### config.mk
export PLATFORM = sky130hd
export DESIGN_NAME = dct16_stage2
export DESIGN_NICKNAME = d
export VERILOG_FILES = /design/src/rtl/dct16_pkg.sv /design/src/rtl/dct16_pp_bank.sv /design/src/rtl/dct16_stage2.sv
export SDC_FILE = /design/constraint.sdc
export NUM_CORES = 1
export LEC_CHECK = 0
export BUFFER_PORTS_ARGS = -buffer_cell sky130_fd_sc_hd__buf_2
export CORE_MARGIN = 5
export CORE_UTILIZATION = 44
export DETAILED_ROUTE_END_ITERATION = 12
export PLACE_DENSITY = 0.66
export SLEW_MARGIN = 20
export SYNTH_ARGS = -nofsm -noshare
export SYNTH_HDL_FRONTEND = slang
export SYNTH_SLANG_ARGS = --single-unit
export TNS_END_PERCENT = 100
### constraint.sdc
create_clock -name clk -period 11.87 [get_ports clk]
set_input_delay 0 -clock clk [delete_from_list [all_inputs] [get_ports clk]]
set_output_delay 0 -clock clk [all_outputs]
set_load 0.02 [all_outputs]
### src/rtl/dct16_pkg.sv
// dct16_pkg: sizes, default widths and read-FSM states shared by the dct16 stages.
`default_nettype none

package dct16_pkg;
  localparam int N                 = 16;
  localparam int HALF              = 8;
  localparam int QUARTER           = 4;
  localparam int CNT_W             = 4;
  localparam int DEFAULT_IN_WIDTH  = 16;
  localparam int DEFAULT_OUT_WIDTH = 17;

  typedef enum logic [0:0] {
    S_IDLE = 1'b0,
    S_OUT  = 1'b1
  } rd_state_t;
endpackage

`default_nettype wire

### src/rtl/dct16_pp_bank.sv
// dct16_pp_bank: two 16-entry ping-pong sample banks with write pointer and per-bank full flags.
`default_nettype none

module dct16_pp_bank
  import dct16_pkg::*;
#(
  parameter int WIDTH = DEFAULT_IN_WIDTH
) (
  input  logic                   clk,
  input  logic                   rst_n,
  input  logic                   in_valid,
  input  logic [WIDTH-1:0]       in_sample,
  input  logic                   rd_bank,
  input  logic                   drain_done,
  output logic                   wr_bank,
  output logic [1:0]             full,
  output logic                   set_full,
  output logic [2*N*WIDTH-1:0]   data
);

  logic [CNT_W-1:0] wr_cnt;
  logic [WIDTH-1:0] mem [2*N];
  logic [1:0]       set_vec;
  logic [1:0]       clr_vec;

  assign set_full = in_valid && (wr_cnt == CNT_W'(N - 1));
  assign set_vec  = set_full   ? (wr_bank ? 2'b10 : 2'b01) : 2'b00;
  assign clr_vec  = drain_done ? (rd_bank ? 2'b10 : 2'b01) : 2'b00;

  always_ff @(posedge clk or negedge rst_n) begin
    if (!rst_n) begin
      wr_cnt  <= '0;
      wr_bank <= 1'b0;
      full    <= 2'b00;
    end else begin
      if (in_valid) begin
        wr_cnt <= wr_cnt + 1'b1;
        if (set_full) wr_bank <= ~wr_bank;
      end
      // a set on one bank and a release of the other can share an edge; both must land
      full <= (full & ~clr_vec) | set_vec;
    end
  end

  always_ff @(posedge clk) begin
    if (in_valid) mem[{wr_bank, wr_cnt}] <= in_sample;
  end

  for (genvar i = 0; i < 2 * N; i++) begin : g_flat
    assign data[i*WIDTH +: WIDTH] = mem[i];
  end

  a_no_overrun: assert property (@(posedge clk) disable iff (!rst_n)
    in_valid |-> !full[wr_bank]);

endmodule

`default_nettype wire

### src/rtl/dct16_stage2.sv
// dct16_stage2: 8-point even butterfly plus odd pass-through on ping-pong buffered 16-sample blocks.
// Optional frame flags out_first/out_last are enabled by DCT16_STAGE2_FRAME_FLAGS_EN.
`default_nettype none

module dct16_stage2
  import dct16_pkg::*;
#(
  parameter int DATA_IN_WIDTH  = DEFAULT_IN_WIDTH,
  parameter int DATA_OUT_WIDTH = DEFAULT_OUT_WIDTH
) (
  input  logic                      clk,
  input  logic                      rst_n,
  input  logic                      in_valid,
  input  logic [DATA_IN_WIDTH-1:0]  in_sample,
  output logic                      out_valid,
  output logic [DATA_OUT_WIDTH-1:0] out_sample
`ifdef DCT16_STAGE2_FRAME_FLAGS_EN
  ,
  output logic                      out_first,
  output logic                      out_last
`endif
);

  rd_state_t                          state, state_nxt;
  logic                               rd_bank, rd_bank_nxt;
  logic [CNT_W-1:0]                   rd_cnt, rd_cnt_nxt;
  logic                               emit, drain_done, other_ready;
  logic                               wr_bank, set_full;
  logic [1:0]                         full;
  logic [2*N*DATA_IN_WIDTH-1:0]       data;
  logic [DATA_IN_WIDTH-1:0]           words [2*N];
  logic signed [DATA_IN_WIDTH-1:0]    ya, yb;
  logic signed [DATA_OUT_WIDTH-1:0]   ea, eb, z;

  dct16_pp_bank #(.WIDTH(DATA_IN_WIDTH)) u_bank (
    .clk        (clk),
    .rst_n      (rst_n),
    .in_valid   (in_valid),
    .in_sample  (in_sample),
    .rd_bank    (rd_bank),
    .drain_done (drain_done),
    .wr_bank    (wr_bank),
    .full       (full),
    .set_full   (set_full),
    .data       (data)
  );

  always_comb begin
    for (int i = 0; i < 2 * N; i++) words[i] = data[i*DATA_IN_WIDTH +: DATA_IN_WIDTH];
  end

  // the partner of y(k) in the even half is y(7-k), i.e. the low 3 index bits inverted
  assign ya = words[{rd_bank, rd_cnt}];
  assign yb = words[{rd_bank, 1'b0, ~rd_cnt[2:0]}];
  assign ea = DATA_OUT_WIDTH'(ya);
  assign eb = DATA_OUT_WIDTH'(yb);

  always_comb begin
    if (rd_cnt >= CNT_W'(HALF))         z = ea;
    else if (rd_cnt >= CNT_W'(QUARTER)) z = eb - ea;
    else                                z = ea + eb;
  end

  assign other_ready = full[~rd_bank] || (set_full && (wr_bank != rd_bank));

  always_comb begin
    state_nxt   = state;
    rd_cnt_nxt  = rd_cnt;
    rd_bank_nxt = rd_bank;
    emit        = 1'b0;
    drain_done  = 1'b0;
    case (state)
      S_IDLE: begin
        if (full[rd_bank]) begin
          emit       = 1'b1;
          rd_cnt_nxt = rd_cnt + 1'b1;
          state_nxt  = S_OUT;
        end
      end
      S_OUT: begin
        emit = 1'b1;
        if (rd_cnt == CNT_W'(N - 1)) begin
          drain_done  = 1'b1;
          rd_bank_nxt = ~rd_bank;
          rd_cnt_nxt  = '0;
          state_nxt   = other_ready ? S_OUT : S_IDLE;
        end else begin
          rd_cnt_nxt = rd_cnt + 1'b1;
        end
      end
      default: state_nxt = S_IDLE;
    endcase
  end

  always_ff @(posedge clk or negedge rst_n) begin
    if (!rst_n) begin
      state      <= S_IDLE;
      rd_bank    <= 1'b0;
      rd_cnt     <= '0;
      out_valid  <= 1'b0;
      out_sample <= '0;
    end else begin
      state     <= state_nxt;
      rd_bank   <= rd_bank_nxt;
      rd_cnt    <= rd_cnt_nxt;
      out_valid <= emit;
      if (emit) out_sample <= z;
    end
  end

`ifdef DCT16_STAGE2_FRAME_FLAGS_EN
  always_ff @(posedge clk or negedge rst_n) begin
    if (!rst_n) begin
      out_first <= 1'b0;
      out_last  <= 1'b0;
    end else begin
      out_first <= emit && (rd_cnt == '0);
      out_last  <= emit && (rd_cnt == CNT_W'(N - 1));
    end
  end
`endif

endmodule

`default_nettype wire

Yosys cells after proc, flatten, opt, wreduce, memory -nomap -nowiden

Memory sizes are Yosys's and may differ from the RTL's.
Cells that the tools add are included.
Widths: inputs -> output; s select.

Register bits: 31
Bits in latches: 0
Bits in writable memories: 512
Bits in read-only memories: 0
Memories: 1

Add/subtract/negate cells: 4
Multipliers: 0
Div/mod/pow operators: 0
$lt $le $gt $ge: 6
Equal/unequal tests: 4
Shift operators: 0
Muxes and demuxes: 28
Bitwise logic cells: 9
Reduce and logical (&&, ||, !) cells: 5

Memories:

| memory     | depth | bits a word | read ports | clocked after memory_dff | wr ports | line                | text |
|---|---|---|---|---|---|---|---|
| u_bank.mem | 32    | 16          | 32         | 0                        | 1        | dct16_pp_bank.sv:22 | `logic [WIDTH-1:0] mem [2*N];` |

Operators by type and width:

| cell                | number |
|---|---|
| $bmux 16 s5         | 2 |
| $mux 16             | 4 |
| $mux 17             | 2 |
| $add 16x16->17      | 1 |
| $sub 16x16->17      | 1 |
| $ge 6x6->1 const B  | 2 |
| $not 5->6           | 2 |
| $mux 1              | 11 |
| $add 4x1->4 const B | 2 |
| $eq 4x4->1 const B  | 2 |
| $mux 2              | 4 |
| $mux 4              | 2 |
| $pmux 4 s2          | 1 |
| $ge 4x3->1 const B  | 1 |
| $ge 4x4->1 const B  | 1 |
| $lt 1x2->1 const B  | 2 |
| $pmux 1 s2          | 2 |
| $reduce_and 2->1    | 2 |
| $not 1->1           | 3 |
| $not 3->3           | 1 |
| $and 2x2->2         | 1 |
| $logic_and 1x1->1   | 2 |
| $ne 2x2->1 const B  | 1 |
| $not 2->2           | 1 |
| other kinds (3)     | 3 |

Depth between registers and ports, before layout

Depth after elaboration: 8
Depth in mapped cells: 22
Gate-level depth less buffers: 18

Modules after synthesis

Synthesis repeated with hierarchy kept, for this count alone.

Cell total of the unflattened synthesis: 1460
Area total of the unflattened synthesis: 24374.6 um^2

By module, submodules not included:

| module        | instances | cells an instance | area each (um^2) | seq. area each (um^2) |
|---|---|---|---|---|
| dct16_pp_bank | 1         | 586               | 15921.5          | 15549.9 |
| dct16_stage2  | 1         | 874               | 8453.1           | 600.6 |

Worst setup path before layout

OpenSTA, ideal clock, no wires.

Path kind: reg2reg
Start point: register rd_cnt[1]
End point: register out_sample[16]
Library setup time: 0.124 ns
Arrival: 4.558 ns
Data required time: 11.746 ns
Setup slack: 7.188 ns
Stages on the path, launching flop included: 23
Path buffers: 7
Clock period less this slack: 4.682 ns
Cells stage by stage: dfrtp_1 buf_6 buf_6 buf_6 buf_6 buf_4 buf_2 buf_1 mux4_2 mux4_2 inv_1 ha_1 inv_1 fa_1 a21oi_1 o211ai_1 nand3_1 a31oi_1 a221oi_1 o21ai_0 nor3_1 nand3_1 nor3b_2

Cells in the longest elaborated chain, start to end: 8
Elaborated cells on any way between the ends: 15
Those cells by class: add/sub: 2; order compare: 2; mux: 8; bitwise: 3

Ends and longest elaborated chain:

| element                                                 | line                                   | text |
|---|---|---|
| from (decl)                                             | dct16_stage2.sv:26                     | `logic [CNT_W-1:0] rd_cnt, rd_cnt_nxt;` |
| from (signal assigned)                                  | dct16_stage2.sv:105                    | `rd_cnt <= rd_cnt_nxt;` |
| $not 3->3                                               | dct16_stage2.sv:54                     | `assign yb = words[{rd_bank, 1'b0, ~rd_cnt[2:0]}];` |
| $not 5->6                                               | dct16_stage2.sv:54                     |  |
| $bmux 16 s5                                             | dct16_stage2.sv:54                     |  |
| $mux 16 (not written as such) (2 in a row)              | dct16_stage2.sv:54                     |  |
| $add 16x16->17 / $sub 16x16->17 (equally long branches) | dct16_stage2.sv:61, dct16_stage2.sv:60 |  |
| $mux 17                                                 | dct16_stage2.sv:60                     | `else if (rd_cnt >= CNT_W'(QUARTER)) z = eb - ea;` |
| $mux 17 (*)                                             | dct16_stage2.sv:59                     | `if (rd_cnt >= CNT_W'(HALF)) z = ea;` |
| to (signal assigned)                                    | dct16_stage2.sv:107                    | `if (emit) out_sample <= z;` |
| to (decl)                                               | dct16_stage2.sv:16                     | `output logic [DATA_OUT_WIDTH-1:0] out_sample` |

Mark *: on every way between the ends. The rest lies on a longest branch, timed or not. The select of a mux whose other input is x is not followed.
A chain may end at the register's enable or synchronous reset.

Worst setup path after layout

Ends and elaborated chain as after synthesis.

==> flow_summary_export.csv <==
group,metric,value,unit
placement,gp_congestion,0.878,
layout,layout_common_cells,"edfxtp_1 (512), mux4_2 (187), nand2_1 (56), clkbuf_16 (55), mux2i_1 (39)",
yosys,synth_edf_count,512,
yosys,ys_warn_count,0,
critical_path,critPathRequiredTime,12350,ps
yosys,ys_seq_area_frac,0.663,
layout,nNetsFinal,1400,
clocking,clock_tree.root_cell,"clkbuf_16",
critical_path,cp-start-kind,"register",
power_and_ir_drop,ir_worst_vdd,0.171,mV
route,vias_per_cell,6.10,
critical_path,slowest_delay,730,ps
flow_run,cap_violations,0,
worst_hold_path,hold_path_class,"input pin to asynchronous set/reset pin",
clocking,clock_latency,600,ps
critical_path,rrSetupSlack,5250,ps
layout,drive_gt1_frac,0.284,
timing,hold_violations,0,
yosys,synth_area,24400,um2
global_routing,grtUsageTotal,0.200,
critical_path,r2r-end,"out_sample[16]",
critical_path,reg2regPathDepth,19,
timing,drv_slew,0,
yosys,synth_area_leaders,"edfxtp_1 (63%), mux4_2 (17%), dfrtp_1 (3.2%)",
critical_path,arrival,7100,ps
yosys,ys.flop_type,"edfxtp_1",
yosys,async_reset_ff_frac,0.0571,
timing,tightest_slew,1120,ps
route,vias,13100,
floorplan,fp.dieH,245,um
clocking,clkSlewWorstSetupHoldPaths,60,ps
timing,fin_crit_sh,0.558,
route,drtIter0Drc,1356,
run_status,outcome,"completed",
clocking,cts_buffer_depth,3,
global_routing,overflow,0,
critical_path,cp_cell_sequence,"buf_12 > buf_4 > mux4_2 > mux4_2 > mux2i_1 > ha_1 > inv_1 > nand4bb_1 > o21ai_0 > xor2_1 > ha_1 > or2_2 > a21oi_1 > a31oi_1 > a221oi_1 > o21ai_0 > nor3_1 > nand3_1 > nor3b_2",
timing,period_minus_slack,6620,ps
critical_path,cp-end-kind,"register",
timing,finalClockSkew,11.2,ps
clocking,cts_max_level,2,
timing,fmax,0.151,GHz
yosys,post_synth_num_cell_types,77,
clocking,cts_tree,"done",
placement,portBuffers,36,
clocking,cts_inserted_buffers,54,
yosys,synth_top_area_frac,0.631,
critical_path,critPathKind,"register to register",
layout,final_util,0.498,
timing,tns,0,ps
route,wl_per_cell,28.0,um
floorplan,core,55000,um2
placement,dp_hpwl,36.9,mm
floorplan,initial_utilization,0.443,
yosys,netlist.top_cell.by_area,"edfxtp_1",
global_routing,grt_pass1_vias,13000,
clocking,cts_resized,0,
critical_path,cp_slowest_cell,"buf_4",
route,drtPass1Iterations,5,
critical_path,timing.rr.start,"rd_cnt[1]",
power_and_ir_drop,p_leak,8.77,nW
yosys,synth-seq-cells,543,
power_and_ir_drop,power.density,287,nW/um2
layout,area_growth,12.3,%
power_and_ir_drop,p_total,7.86,mW
route,ant_nets,0,
route,drc,0,
global_routing,grt_first_pass_wirelength,88.5,mm
yosys,synth_nets,1333,
timing,rsz0062_at_grt,"no",
layout,final_common_cell,"edfxtp_1",
global_routing,antenna_found_initial,1,
critical_path,critPathMaxFanout,141,
floorplan,die_area,60200,um2
yosys,netlist_instances,1290,
timing,setup_viol,0,
yosys,synth_area_per_cell,18.9,um2
timing,slew_headroom,0.252,
floorplan,rows,86,
global_routing,grt_max_degree,142,
critical_path,path_buf_inv,3,
critical_path,crit_family,"buffers and inverters",
floorplan,io_pins,37,
floorplan,die_x,245,um
route,finalWirelength,60.3,mm
clocking,cts_sinks,543,
cell families (layout without fill, tap and decap cells):
| logic type | after synthesis | in the layout | share of synthesized area |
|---|---|---|---|
| fa+ha+maj | 24 | 24 | 0.0126 |
| mux | 254 | 254 | 0.209 |
| xor+xnor | 28 | 28 | 0.0101 |
| buf+inv | 88 | 197 | 0.0221 |
| compound gates | 144 | 144 | 0.0407 |
| flops | 543 | 543 | 0.663 |
| simple gates | 209 | 209 | 0.0426 |
| other cells | 0 | 2 | 0 |
registers in the layout, indices dropped and copies added, names as in the netlist, 2 cells and up:
name           flops
rd_cnt             4
u_bank.wr_cnt      4
out_sample        17
u_bank.mem       512
u_bank.full        2
area by class of cell:
class | instances | area [um2]
multi-input cells | 659 | 7840
repair buffers | 86 | 613
well taps | 748 | 936
clock buffers | 73 | 1460
clock inverters | 25 | 298
diodes | 2 | 5.00
inverters | 13 | 48.8
flip-flops and latches | 543 | 16200
fillers | 4434 | 27600
layer usage:
metal,global-route usage,wire (um)
met3,0.0403,4520
met1,0.281,25200
met2,0.326,29400
met4,0.0474,1140
met5,0,0
synthesized netlist by cell type, drive strengths merged (3+ instances only):
master and count:
a22o 5, o211ai 6, nand3 12, dfrtp 31, mux4 199, a221oi 3, ha 23, a32oi 4
o22a 4, and3 5, nor2b 14, inv 13, nor2 53, mux2i 40, o21ai 31, clkbuf 22
a22oi 9, o22ai 12, nand2b 5, a31oi 7, o221ai 3, buf 53, o21a 8, a211oi 7
a2111oi 4, a21oi 25, edfxtp 512, xnor2 17, xor2 11, or3 5, o31ai 3, nand4 4
a2bb2oi 3, nor3 28, nand3b 4, mux2 15, nand2 56, or2 9
repair_timing:
| action | 4_1_cts | 5_1_grt |
|---|---|---|
| setup buffers | 0 | 0 |
| hold buffers | 18 | 0 |
| hold endpoints to repair | 547 | 0 |
worst max path at each step:
stage                   start        endpoint  cells after the start
detailed placement  rd_cnt[1]  out_sample[16]                     19
floorplan           rd_cnt[1]  out_sample[16]                     22
finish              rd_cnt[1]  out_sample[16]                     19
global route        rd_cnt[1]  out_sample[15]                     17
global placement    rd_cnt[1]  out_sample[16]                     19
CTS                 rd_cnt[1]  out_sample[16]                     19
stage by stage:
| step | setup slack (ps) | std cells | hold slack, ps | cell area [um2] |
|---|---|---|---|---|
| 6_report | 5250 | 2149 | 36.0 | 27400 |
| 5_1_grt | 4850 | 2147 | 123 | 27400 |
| 4_1_cts | 5350 | 2147 | 32.1 | 27400 |
| 3_5_place_dp | 5360 | 2031 | 137 | 25400 |
| 3_3_place_gp | 5420 | 2031 | 128 | 25400 |
| 2_1_floorplan | 7190 | 1290 | -296 | 24400 |
where the power goes:
part	total [mW]	leakage, nW	switching, mW	internal, mW
Clock	1.72	0.854	0.704	1.01
Combinational	3.71	2.95	2.07	1.64
Sequential	2.44	4.97	0.160	2.28
No activity file was read; power rests on OpenSTA's default activity.
